`src/rtl/lsu_mem_ctrl.sv`:
```
// rtl/lsu_mem_ctrl.sv - single-outstanding load/store unit to word-wide memory port
// IDLE -> ACCESS (one mem_en cycle) -> RESP; rejected requests skip ACCESS.
module lsu_mem_ctrl #(
  parameter bit ALIGN_CHECK = 1'b1
) (
  input  logic        clk,
  input  logic        rst,
  input  logic        req_valid,
  output logic        req_ready,
  input  logic        req_wr,
  input  logic [31:0] req_addr,
  input  logic [1:0]  req_size,
  input  logic        req_unsigned,
  input  logic [31:0] req_wdata,
  output logic        resp_valid,
  input  logic        resp_ready,
  output logic [31:0] resp_rdata,
  output logic        resp_err,
  output logic        mem_en,
  output logic        mem_wr,
  output logic [31:0] mem_addr,
  output logic [31:0] mem_wdata,
  output logic [3:0]  mem_wstrb,
  input  logic [31:0] mem_rdata
);

  localparam logic [1:0] S_IDLE   = 2'd0;
  localparam logic [1:0] S_ACCESS = 2'd1;
  localparam logic [1:0] S_RESP   = 2'd2;

  logic [1:0]  state_q, state_d;
  logic        wr_q, wr_d;
  logic [31:0] addr_q, addr_d;
  logic [1:0]  size_q, size_d;
  logic        uns_q, uns_d;
  logic [31:0] wdata_q, wdata_d;
  logic [31:0] rdata_q, rdata_d;
  logic        err_q, err_d;

  logic        reject;
  logic        access;
  logic [31:0] shifted;
  logic [31:0] load_ext;
  logic [3:0]  strb;
  logic [31:0] repl;

  always_comb begin
    reject = ALIGN_CHECK && ((req_size == 2'd3) ||
                             (req_size == 2'd1 && req_addr[0]) ||
                             (req_size == 2'd2 && req_addr[1:0] != 2'b00));
  end

  // Lane extraction works on the latched address; size 3 only reaches here when unchecked.
  always_comb begin
    shifted = mem_rdata >> {addr_q[1:0], 3'b000};
    case (size_q)
      2'd0:    load_ext = uns_q ? {24'd0, shifted[7:0]}  : {{24{shifted[7]}}, shifted[7:0]};
      2'd1:    load_ext = uns_q ? {16'd0, shifted[15:0]} : {{16{shifted[15]}}, shifted[15:0]};
      default: load_ext = shifted;
    endcase
  end

  always_comb begin
    case (size_q)
      2'd0: begin
        strb = 4'b0001 << addr_q[1:0];
        repl = {4{wdata_q[7:0]}};
      end
      2'd1: begin
        strb = 4'b0011 << addr_q[1:0];
        repl = {2{wdata_q[15:0]}};
      end
      default: begin
        strb = 4'b1111;
        repl = wdata_q;
      end
    endcase
  end

  always_comb begin
    state_d = state_q;
    wr_d    = wr_q;
    addr_d  = addr_q;
    size_d  = size_q;
    uns_d   = uns_q;
    wdata_d = wdata_q;
    rdata_d = rdata_q;
    err_d   = err_q;
    case (state_q)
      S_IDLE: begin
        if (req_valid) begin
          wr_d    = req_wr;
          addr_d  = req_addr;
          size_d  = req_size;
          uns_d   = req_unsigned;
          wdata_d = req_wdata;
          rdata_d = 32'd0;
          err_d   = reject;
          state_d = reject ? S_RESP : S_ACCESS;
        end
      end
      S_ACCESS: begin
        rdata_d = wr_q ? 32'd0 : load_ext;
        err_d   = 1'b0;
        state_d = S_RESP;
      end
      S_RESP: begin
        if (resp_ready) begin
          rdata_d = 32'd0;
          err_d   = 1'b0;
          state_d = S_IDLE;
        end
      end
      default: state_d = S_IDLE;
    endcase
  end

  always_ff @(posedge clk or posedge rst) begin
    if (rst) begin
      state_q <= S_IDLE;
      wr_q    <= 1'b0;
      addr_q  <= 32'd0;
      size_q  <= 2'd0;
      uns_q   <= 1'b0;
      wdata_q <= 32'd0;
      rdata_q <= 32'd0;
      err_q   <= 1'b0;
    end else begin
      state_q <= state_d;
      wr_q    <= wr_d;
      addr_q  <= addr_d;
      size_q  <= size_d;
      uns_q   <= uns_d;
      wdata_q <= wdata_d;
      rdata_q <= rdata_d;
      err_q   <= err_d;
    end
  end

  // Memory port is decoded straight from state so reset drops it without waiting for a clock.
  always_comb begin
    access     = (state_q == S_ACCESS);
    req_ready  = (state_q == S_IDLE);
    resp_valid = (state_q == S_RESP);
    resp_rdata = rdata_q;
    resp_err   = err_q;
    mem_en     = access;
    mem_wr     = access & wr_q;
    mem_addr   = access ? {addr_q[31:2], 2'b00} : 32'd0;
    mem_wstrb  = (access && wr_q) ? strb : 4'd0;
    mem_wdata  = (access && wr_q) ? repl : 32'd0;
  end

endmodule

```
`config.mk`:
```
export PLATFORM = sky130hd
export DESIGN_NAME = lsu_mem_ctrl
export DESIGN_NICKNAME = d
export VERILOG_FILES = /design/src/rtl/lsu_mem_ctrl.sv
export SDC_FILE = /design/constraint.sdc
export NUM_CORES = 1
export LEC_CHECK = 0
export ABC_AREA = 1
export ABC_CLOCK_PERIOD_IN_PS = 3750
export BUFFER_PORTS_ARGS = -buffer_cell sky130_fd_sc_hd__buf_2
export CAP_MARGIN = 20
export CORE_MARGIN = 4
export CORE_UTILIZATION = 35
export DETAILED_ROUTE_END_ITERATION = 16
export GPL_TIMING_DRIVEN = 1
export PLACE_DENSITY = 0.71
export REMOVE_ABC_BUFFERS = 1
export SYNTH_ARGS = -nofsm -noshare
export SYNTH_HDL_FRONTEND = slang
export SYNTH_SLANG_ARGS = --single-unit
```
`constraint.sdc`:
```
create_clock -name clk -period 3.75 [get_ports clk]
set_clock_uncertainty 0.15 [all_clocks]
set_input_delay 0.1875 -clock clk [delete_from_list [all_inputs] [get_ports clk]]
set_output_delay 0.1875 -clock clk [all_outputs]
set_load 0.02 [all_outputs]
```
==> impl_metrics.env, run 1 <==
export IMPL_powerDensity_nw_per_um2=689.9
export IMPL_clk_latency_ns=0.35
export IMPL_place_congestion=0.8079
export IMPL_hp_start="mem_rdata[3]"
export IMPL_grt_pass1_vias=6021
export IMPL_clk_pin_slew_ns=0.07
export IMPL_grt_max_degree=67
export IMPL_crit_arrival_ns=2.57
export IMPL_synth_cells=766
export IMPL_period_share_pct=77.42
export IMPL_cts_tree="done"
export IMPL_crit_start="state_q[1]$_DFFE_PP0P_"
export IMPL_ys_seq_elements=103
export IMPL_n_antenna_cell=0
export IMPL_cts_sinks=103
export IMPL_ys_top_cells_by_count="nand2_1, dfrtp_1, inv_1, o21ai_0, nor2_1"
export IMPL_syn_area_per_cell_um2=7.158
export IMPL_cts_made_buffers=9
export IMPL_status="completed"
export IMPL_ant_nets=0
export IMPL_final_layout_size_suffix_gt1_share_pct=26.25
export IMPL_power_switching_mw=2.446
export IMPL_wl_met1_um=7566
export IMPL_wl_met3_um=1765
export IMPL_top_layer_used="met4"
export IMPL_r2r_cells=7
export IMPL_htree_levels=3
export IMPL_track_usage_pct=21.03
export IMPL_fin_nets=1124
export IMPL_drt_pass1_iter_count=5
export IMPL_worstMarginPinSlew_ns=0.6952
export IMPL_cts_root_buf="clkbuf_16"
export IMPL_final_util_pct=49.64
export IMPL_ys_warn_count=0
export IMPL_power_internal_mw=2.780
export IMPL_worstSetupStartpointType="flip-flop"
export IMPL_regToRegStartpoint="state_q[1]$_DFFE_PP0P_"
export IMPL_antenna_found_initial=0
export IMPL_yosysMostFrequentCell="nand2_1"
export IMPL_drc=0
export IMPL_pwr_share_comb_pct=48.1
export IMPL_routed_via_density=4.827
export IMPL_fill_cells=1472
export IMPL_numPortBuffers=206
export IMPL_drv_slew=0
export IMPL_coreArea_um2=15260
export IMPL_final_min_clock_period_ns=2.903
export IMPL_p_leak_nw=4.553
export IMPL_holdWs_ns=0.06862
export IMPL_fin_setup_tns_ns=0
export IMPL_io_pin_count=209
export IMPL_hold_violations=0
export IMPL_clockPowerShare_pct=16.8
export IMPL_yosys_top_cells_area="dfrtp_1, nand2_1, o21ai_0"
export IMPL_cts_resized=0
export IMPL_vias=5947
export IMPL_drt_iter0_markers=291
export IMPL_chipHeight_um=133.2
export IMPL_crit_fanout=34
export IMPL_start_util_pct=35.93
export IMPL_netlist_area_leader_share_pct=47.01
export IMPL_pre_cts_slack_ns=1.236
export IMPL_fmax_mhz=344.4
export IMPL_critPathKind="flip-flop to primary output"
export IMPL_grt_overflow=0
export IMPL_die_x_um=133.2
export IMPL_die_area_um2=17730
export IMPL_p_sw_share_pct=46.81
export IMPL_power_mw=5.226
export IMPL_routed_wl_um=18430
export IMPL_synth_edf_count=0
export IMPL_cap_violations=0
export IMPL_cp_end_kind="primary output"
export IMPL_ir_drop_v=0.0003159
export IMPL_rows=45
export IMPL_seq_power_share_pct=35.1
export IMPL_yosysTopAreaCell="dfrtp_1"
export IMPL_critical_path_required_ns=3.41
export IMPL_hp_class="input pin to flip-flop"
export IMPL_wl_met2_um=8661
export IMPL_holdPathStages=5
export IMPL_syn_area_um2=5483
export IMPL_relSlewSlack_pct=53.54
export IMPL_grt_pass1_wl_um=30340
export IMPL_hpwl_um=11900
export IMPL_ys_dominant_reg_cell="dfrtp_1"
export IMPL_ys_async_sr_fraction_pct=100.0
export IMPL_setup_viol=0
export IMPL_ys_types=29
export IMPL_worst_slack_ns=0.8468
export IMPL_wl_per_cell_um=14.96
export IMPL_yosysSeqAreaShare_pct=47.01
export IMPL_cts_path_max_buffers=2
export IMPL_rsz0062_at_grt="false"
export IMPL_area_growth_pct=38.16
[kinds of logic (layout without fill, tap and decap cells)]
family / after synthesis / count (layout) / synth area share, %
simple gates: 440 / 440 / 33.20
buf+inv: 119 / 373 / 9.516
flops: 103 / 103 / 47.01
compound gates: 99 / 99 / 9.288
fa+ha+maj: 4 / 4 / 0.9129
other cells: 1 / 2 / 0.06840
[placed cells by master, fill, tap and decap left out]
cell,instances
buf_12,1
dlygate4sd3_1,69
inv_1,66
nand3_2,3
inv_6,1
o22ai_1,9
or2_1,1
buf_2,206
o21ai_0,58
clkbuf_16,9
nand3_4,2
nand2_2,23
nand4_2,1
inv_2,6
inv_4,1
clkinv_4,1
nor2_4,1
conb_1,2
nand3b_1,1
nand2_1,342
o211ai_1,1
nor2_1,36
ha_1,4
nor3_1,3
a21oi_1,27
nor2_2,1
clkinv_2,3
dfrtp_1,103
o21ai_1,4
nand3_1,25
clkbuf_1,2
buf_4,8
nand2_4,1
[final cells by class]
| cell class | count | area [µm²] | area share (%) |
|---|---|---|---|
| clock inverters | 5 | 32.53 | 0.4295 |
| repair buffers | 284 | 1802 | 23.79 |
| flip-flops and latches | 103 | 2577 | 34.03 |
| well taps | 211 | 264.0 | 3.485 |
| multi-input cells | 545 | 2390 | 31.55 |
| clock buffers | 11 | 232.7 | 3.072 |
| inverters | 73 | 276.5 | 3.650 |
[metal layers]
| layer | vias to the layer above | track usage, % |
|---|---|---|
| li1 | 2851 | - |
| met2 | 322 | 35.52 |
| met3 | 39 | 5.853 |
| met5 | - | 0 |
| met4 | 0 | 7.143 |
| met1 | 2735 | 25.99 |
[timing repair]
item | in CTS | in global routing
hold buffers | 69 | 0
hold endpoints to repair | 103 | 0
setup endpoints to repair | 0 | 0
setup buffers | 0 | 0
[power by group through the flow]
stage	combinational, mW	sequential [mW]	clock [mW]
after detailed placement	2.46	1.83	0
after floorplan	1.53	1.92	0
after CTS	2.52	1.83	0.901
after global routing	2.82	1.89	0.939
after global placement	2.42	1.83	0
final	2.51	1.83	0.876
[worst max-delay path: stages (launching register included)]
cell	delay [ns]
dfrtp_1	0.40
inv_1	0.11
ha_1	0.15
buf_4	0.35
nand2_1	0.09
buf_4	0.21
inv_2	0.24
o21ai_0	0.22
a21oi_1	0.23
buf_2	0.21
[through the flow]
step | instance area (µm²) | instances
6_report | 7575 | 1232
3_5_place_dp | 6619 | 1147
4_1_cts | 7575 | 1232
5_1_grt | 7575 | 1232
2_1_floorplan | 5239 | 721
3_3_place_gp | 6619 | 1147
[sequential cells by signal (all words and copies together) (netlist names)]
name        count
state_q         2
resp_err        1
wr_q            1
resp_rdata     32
addr_q         32
wdata_q        32
uns_q           1
size_q          2
[final timing paths]
path                                              end  slack [ns]
setup / recovery                        mem_wdata[14]        0.85
hold / removal              resp_rdata[3]$_DFFE_PP0P_        0.07
setup reg to reg           resp_rdata[13]$_DFFE_PP0P_        1.26
hold reg to reg                  resp_err$_DFFE_PP0P_        0.32
max in group asynchronous       addr_q[7]$_DFFE_PP0P_        2.32
min in group asynchronous      addr_q[20]$_DFFE_PP0P_        0.28
Note: power is estimated with default switching activity, not from simulation.
==> run 2, diff against run 1 <==
--- a/config.mk
+++ b/config.mk
@@ -5,15 +5,15 @@
 export SDC_FILE = /design/constraint.sdc
 export NUM_CORES = 1
 export LEC_CHECK = 0
-export ABC_AREA = 1
-export ABC_CLOCK_PERIOD_IN_PS = 3750
+export ABC_AREA = 0
+export ABC_CLOCK_PERIOD_IN_PS = 2680
 export BUFFER_PORTS_ARGS = -buffer_cell sky130_fd_sc_hd__buf_2
 export CAP_MARGIN = 20
 export CORE_MARGIN = 4
 export CORE_UTILIZATION = 35
 export DETAILED_ROUTE_END_ITERATION = 16
 export GPL_TIMING_DRIVEN = 1
-export PLACE_DENSITY = 0.71
+export PLACE_DENSITY = 0.72
 export REMOVE_ABC_BUFFERS = 1
 export SYNTH_ARGS = -nofsm -noshare
 export SYNTH_HDL_FRONTEND = slang
==> constraint.sdc (replaced) <==
create_clock -name clk -period 2.68 [get_ports clk]
set_clock_uncertainty 0.15 [all_clocks]
set_input_delay 0.134 -clock clk [delete_from_list [all_inputs] [get_ports clk]]
set_output_delay 0.134 -clock clk [all_outputs]
set_load 0.02 [all_outputs]
==> run 2 against run 1 <==
  * Wire length is 8.1% lower
  * Power is 40% higher
  * Largest cell class unchanged
  * Critical path depth is 2 lower
  * Combinational power is 31% higher
==> impl_metrics.env, run 2 <==
export IMPL_status="completed"
export IMPL_hp_class="input pin to flip-flop"
export IMPL_worst_slack_ns=0.2640
export IMPL_ys_top_cells_by_count="dfrtp_1, mux2_2, nand2_1, nor2_1, and2_1"
export IMPL_vias=4761
export IMPL_n_antenna_cell=0
export IMPL_cts_tree="done"
export IMPL_hp_start="mem_rdata[0]"
export IMPL_multi_input_area_um2=2471
export IMPL_syn_area_um2=5233
export IMPL_numPortBuffers=206
export IMPL_yosys_top_cells_area="dfrtp_1, mux2_2, mux2i_1"
export IMPL_worstSetupStartpointType="flip-flop"
export IMPL_drt_pass1_iter_count=5
export IMPL_relSlewSlack_pct=39.00
export IMPL_place_congestion=0.8537
export IMPL_fin_nets=852
export IMPL_critPathKind="flip-flop to flip-flop"
export IMPL_track_usage_pct=20.22
export IMPL_period_share_pct=90.15
export IMPL_worstMarginPinSlew_ns=0.9150
export IMPL_pwr_share_comb_pct=44.9
export IMPL_synth_cells=455
export IMPL_grt_pass1_wl_um=26300
export IMPL_yosysMostFrequentCell="dfrtp_1"
export IMPL_wl_per_cell_um=18.16
export IMPL_ys_dominant_reg_cell="dfrtp_1"
export IMPL_ir_drop_v=0.0006151
export IMPL_cts_made_buffers=9
export IMPL_power_mw=7.305
export IMPL_fill_cells=1283
export IMPL_ys_types=41
export IMPL_cp_end_kind="flip-flop"
export IMPL_routed_via_density=5.103
export IMPL_chipHeight_um=130.3
export IMPL_post_cts_buffers=0
export IMPL_grt_pass1_vias=4896
export IMPL_ant_nets=0
export IMPL_regToRegStartpoint="state_q[0]$_DFFE_PP0P_"
export IMPL_seq_area_um2=2577
export IMPL_critical_path_required_ns=2.77
export IMPL_io_pin_count=209
export IMPL_drc=0
export IMPL_cts_path_max_buffers=2
export IMPL_yosysSeqAreaShare_pct=49.26
export IMPL_drt_iter0_markers=262
export IMPL_power_switching_mw=2.839
export IMPL_rsz0062_at_grt="false"
export IMPL_crit_fanout=36
export IMPL_p_sw_share_pct=38.86
export IMPL_hpwl_um=11290
export IMPL_cts_sinks=103
export IMPL_start_util_pct=35.87
export IMPL_power_internal_mw=4.466
export IMPL_holdWs_ns=0.06627
export IMPL_fmax_mhz=413.9
export IMPL_syn_area_per_cell_um2=11.50
export IMPL_die_area_um2=16970
export IMPL_cts_root_buf="clkbuf_16"
export IMPL_grt_overflow=0
export IMPL_area_growth_pct=46.58
export IMPL_ys_async_sr_fraction_pct=100.0
export IMPL_pre_cts_slack_ns=0.3019
export IMPL_mostFrequentLayoutCells="buf_2, dfrtp_1, dlygate4sd3_1, mux2_2, nor2_1"
export IMPL_cts_resized=0
export IMPL_routed_wl_um=16940
export IMPL_crit_start="state_q[0]$_DFFE_PP0P_"
export IMPL_drv_slew=0
export IMPL_antenna_found_initial=0
export IMPL_final_common_cell="buf_2"
export IMPL_rows=44
export IMPL_powerDensity_nw_per_um2=952.4
export IMPL_clk_pin_slew_ns=0.07
export IMPL_final_layout_size_suffix_gt1_share_pct=46.19
export IMPL_yosysTopAreaCell="dfrtp_1"
export IMPL_grt_max_degree=45
export IMPL_clk_latency_ns=0.35
export IMPL_netlist_area_leader_share_pct=49.26
export IMPL_ys_warn_count=0
export IMPL_p_leak_nw=3.895
export IMPL_cap_violations=0
export IMPL_htree_levels=3
export IMPL_seq_power_share_pct=35.8
export IMPL_synth_edf_count=0
export IMPL_setup_viol=0
export IMPL_coreArea_um2=14590
export IMPL_die_x_um=130.3
export IMPL_hold_violations=0
export IMPL_crit_arrival_ns=2.50
export IMPL_final_min_clock_period_ns=2.416
export IMPL_clockPowerShare_pct=19.3
export IMPL_ys_seq_elements=103
-- run 2: changes by cell type in the layout (fill, tap and decap cells not counted), sizes merged, moves of 9 or more --
cell | previous run | this run
nand2 | 366 | 34
mux2 | 0 | 85
inv | 74 | 10
o21ai | 62 | 18
and2 | 0 | 30
nand3 | 30 | 0
mux2i | 0 | 23
dlygate4sd3 | 69 | 86
a221o | 0 | 16
buf | 215 | 225
o22ai | 9 | 0
-- run 2: cell type report --
type | count | share of cell area, %
Timing Repair Buffer | 311 | 26.69
Multi-Input combinational cell | 312 | 32.22
Clock buffer | 10 | 3.116
Sequential cell | 103 | 33.61
Clock inverter | 6 | 0.9951
Inverter | 7 | 0.3752
Tap cell | 184 | 3.002
-- run 2: critical path: stages (launching register included) --
cell and delay (ns):
dfrtp_1 0.40, inv_1 0.11, ha_1 0.24, or2b_1 0.30
nand3b_2 0.11, buf_4 0.35, nor2_1 0.24, a221o_2 0.37
-- run 2: stage by stage --
stage / util, % / setup TNS, ns / std cells / cell area [µm²]
2_1_floorplan: - / -47.94 / 422 / 5072
3_3_place_gp: 44.46 / 0 / 830 / 6486
3_5_place_dp: 44.51 / 0 / 831 / 6494
4_1_cts: 52.57 / 0 / 933 / 7670
5_1_grt: 52.57 / 0 / 933 / 7670
6_report: 52.57 / 0 / 933 / 7670
-- run 2: per-layer routing --
| metal | GRT usage [%] | wire length, µm | vias up |
|---|---|---|---|
| li1 | - | - | 2197 |
| met3 | 5.526 | 1560 | 19 |
| met4 | 5.929 | 255 | 0 |
| met2 | 34.04 | 8296 | 245 |
| met5 | 0 | 0 | - |
| met1 | 25.49 | 6830 | 2300 |
-- run 2: power by group through the flow --
stage,combinational [mW],clock [mW],sequential (mW)
finish,3.28,1.41,2.62
global route,3.59,1.51,2.70
CTS,3.28,1.44,2.60
detailed placement,3.17,0,2.63
global placement,3.12,0,2.61
floorplan,2.07,0,2.71
-- run 2: cell families after synthesis --
kind of cell / after synthesis / share of synthesized area, %
and+or+nand+nor: 118 / 11.41
muxes: 109 / 23.19
DFF: 103 / 49.26
AOI/OAI and AO/OA: 78 / 11.31
buffers and inverters: 41 / 3.635
adders and majority gates: 4 / 0.9565
other: 1 / 0.07167
xor gates and xnor gates: 1 / 0.1674
-- run 2: path summary, 6_finish.rpt --
kind                                                   end  slack (ns)  depth (start not counted)
worst min-delay path             resp_rdata[0]$_DFFE_PP0P_        0.07                          4
min in group asynchronous           addr_q[25]$_DFFE_PP0P_        0.28                          3
worst max register to register  resp_rdata[23]$_DFFE_PP0P_        0.26                          7
worst max-delay path            resp_rdata[23]$_DFFE_PP0P_        0.26                          7
worst min register to register        resp_err$_DFFE_PP0P_        0.33                          2
max in group asynchronous          wdata_q[25]$_DFFE_PP0P_        1.44                          4
-- run 2: timing repair --
action	CTS	global route
endpoints found under the hold margin	127	0
setup endpoints to repair	0	0
hold buffers	86	0
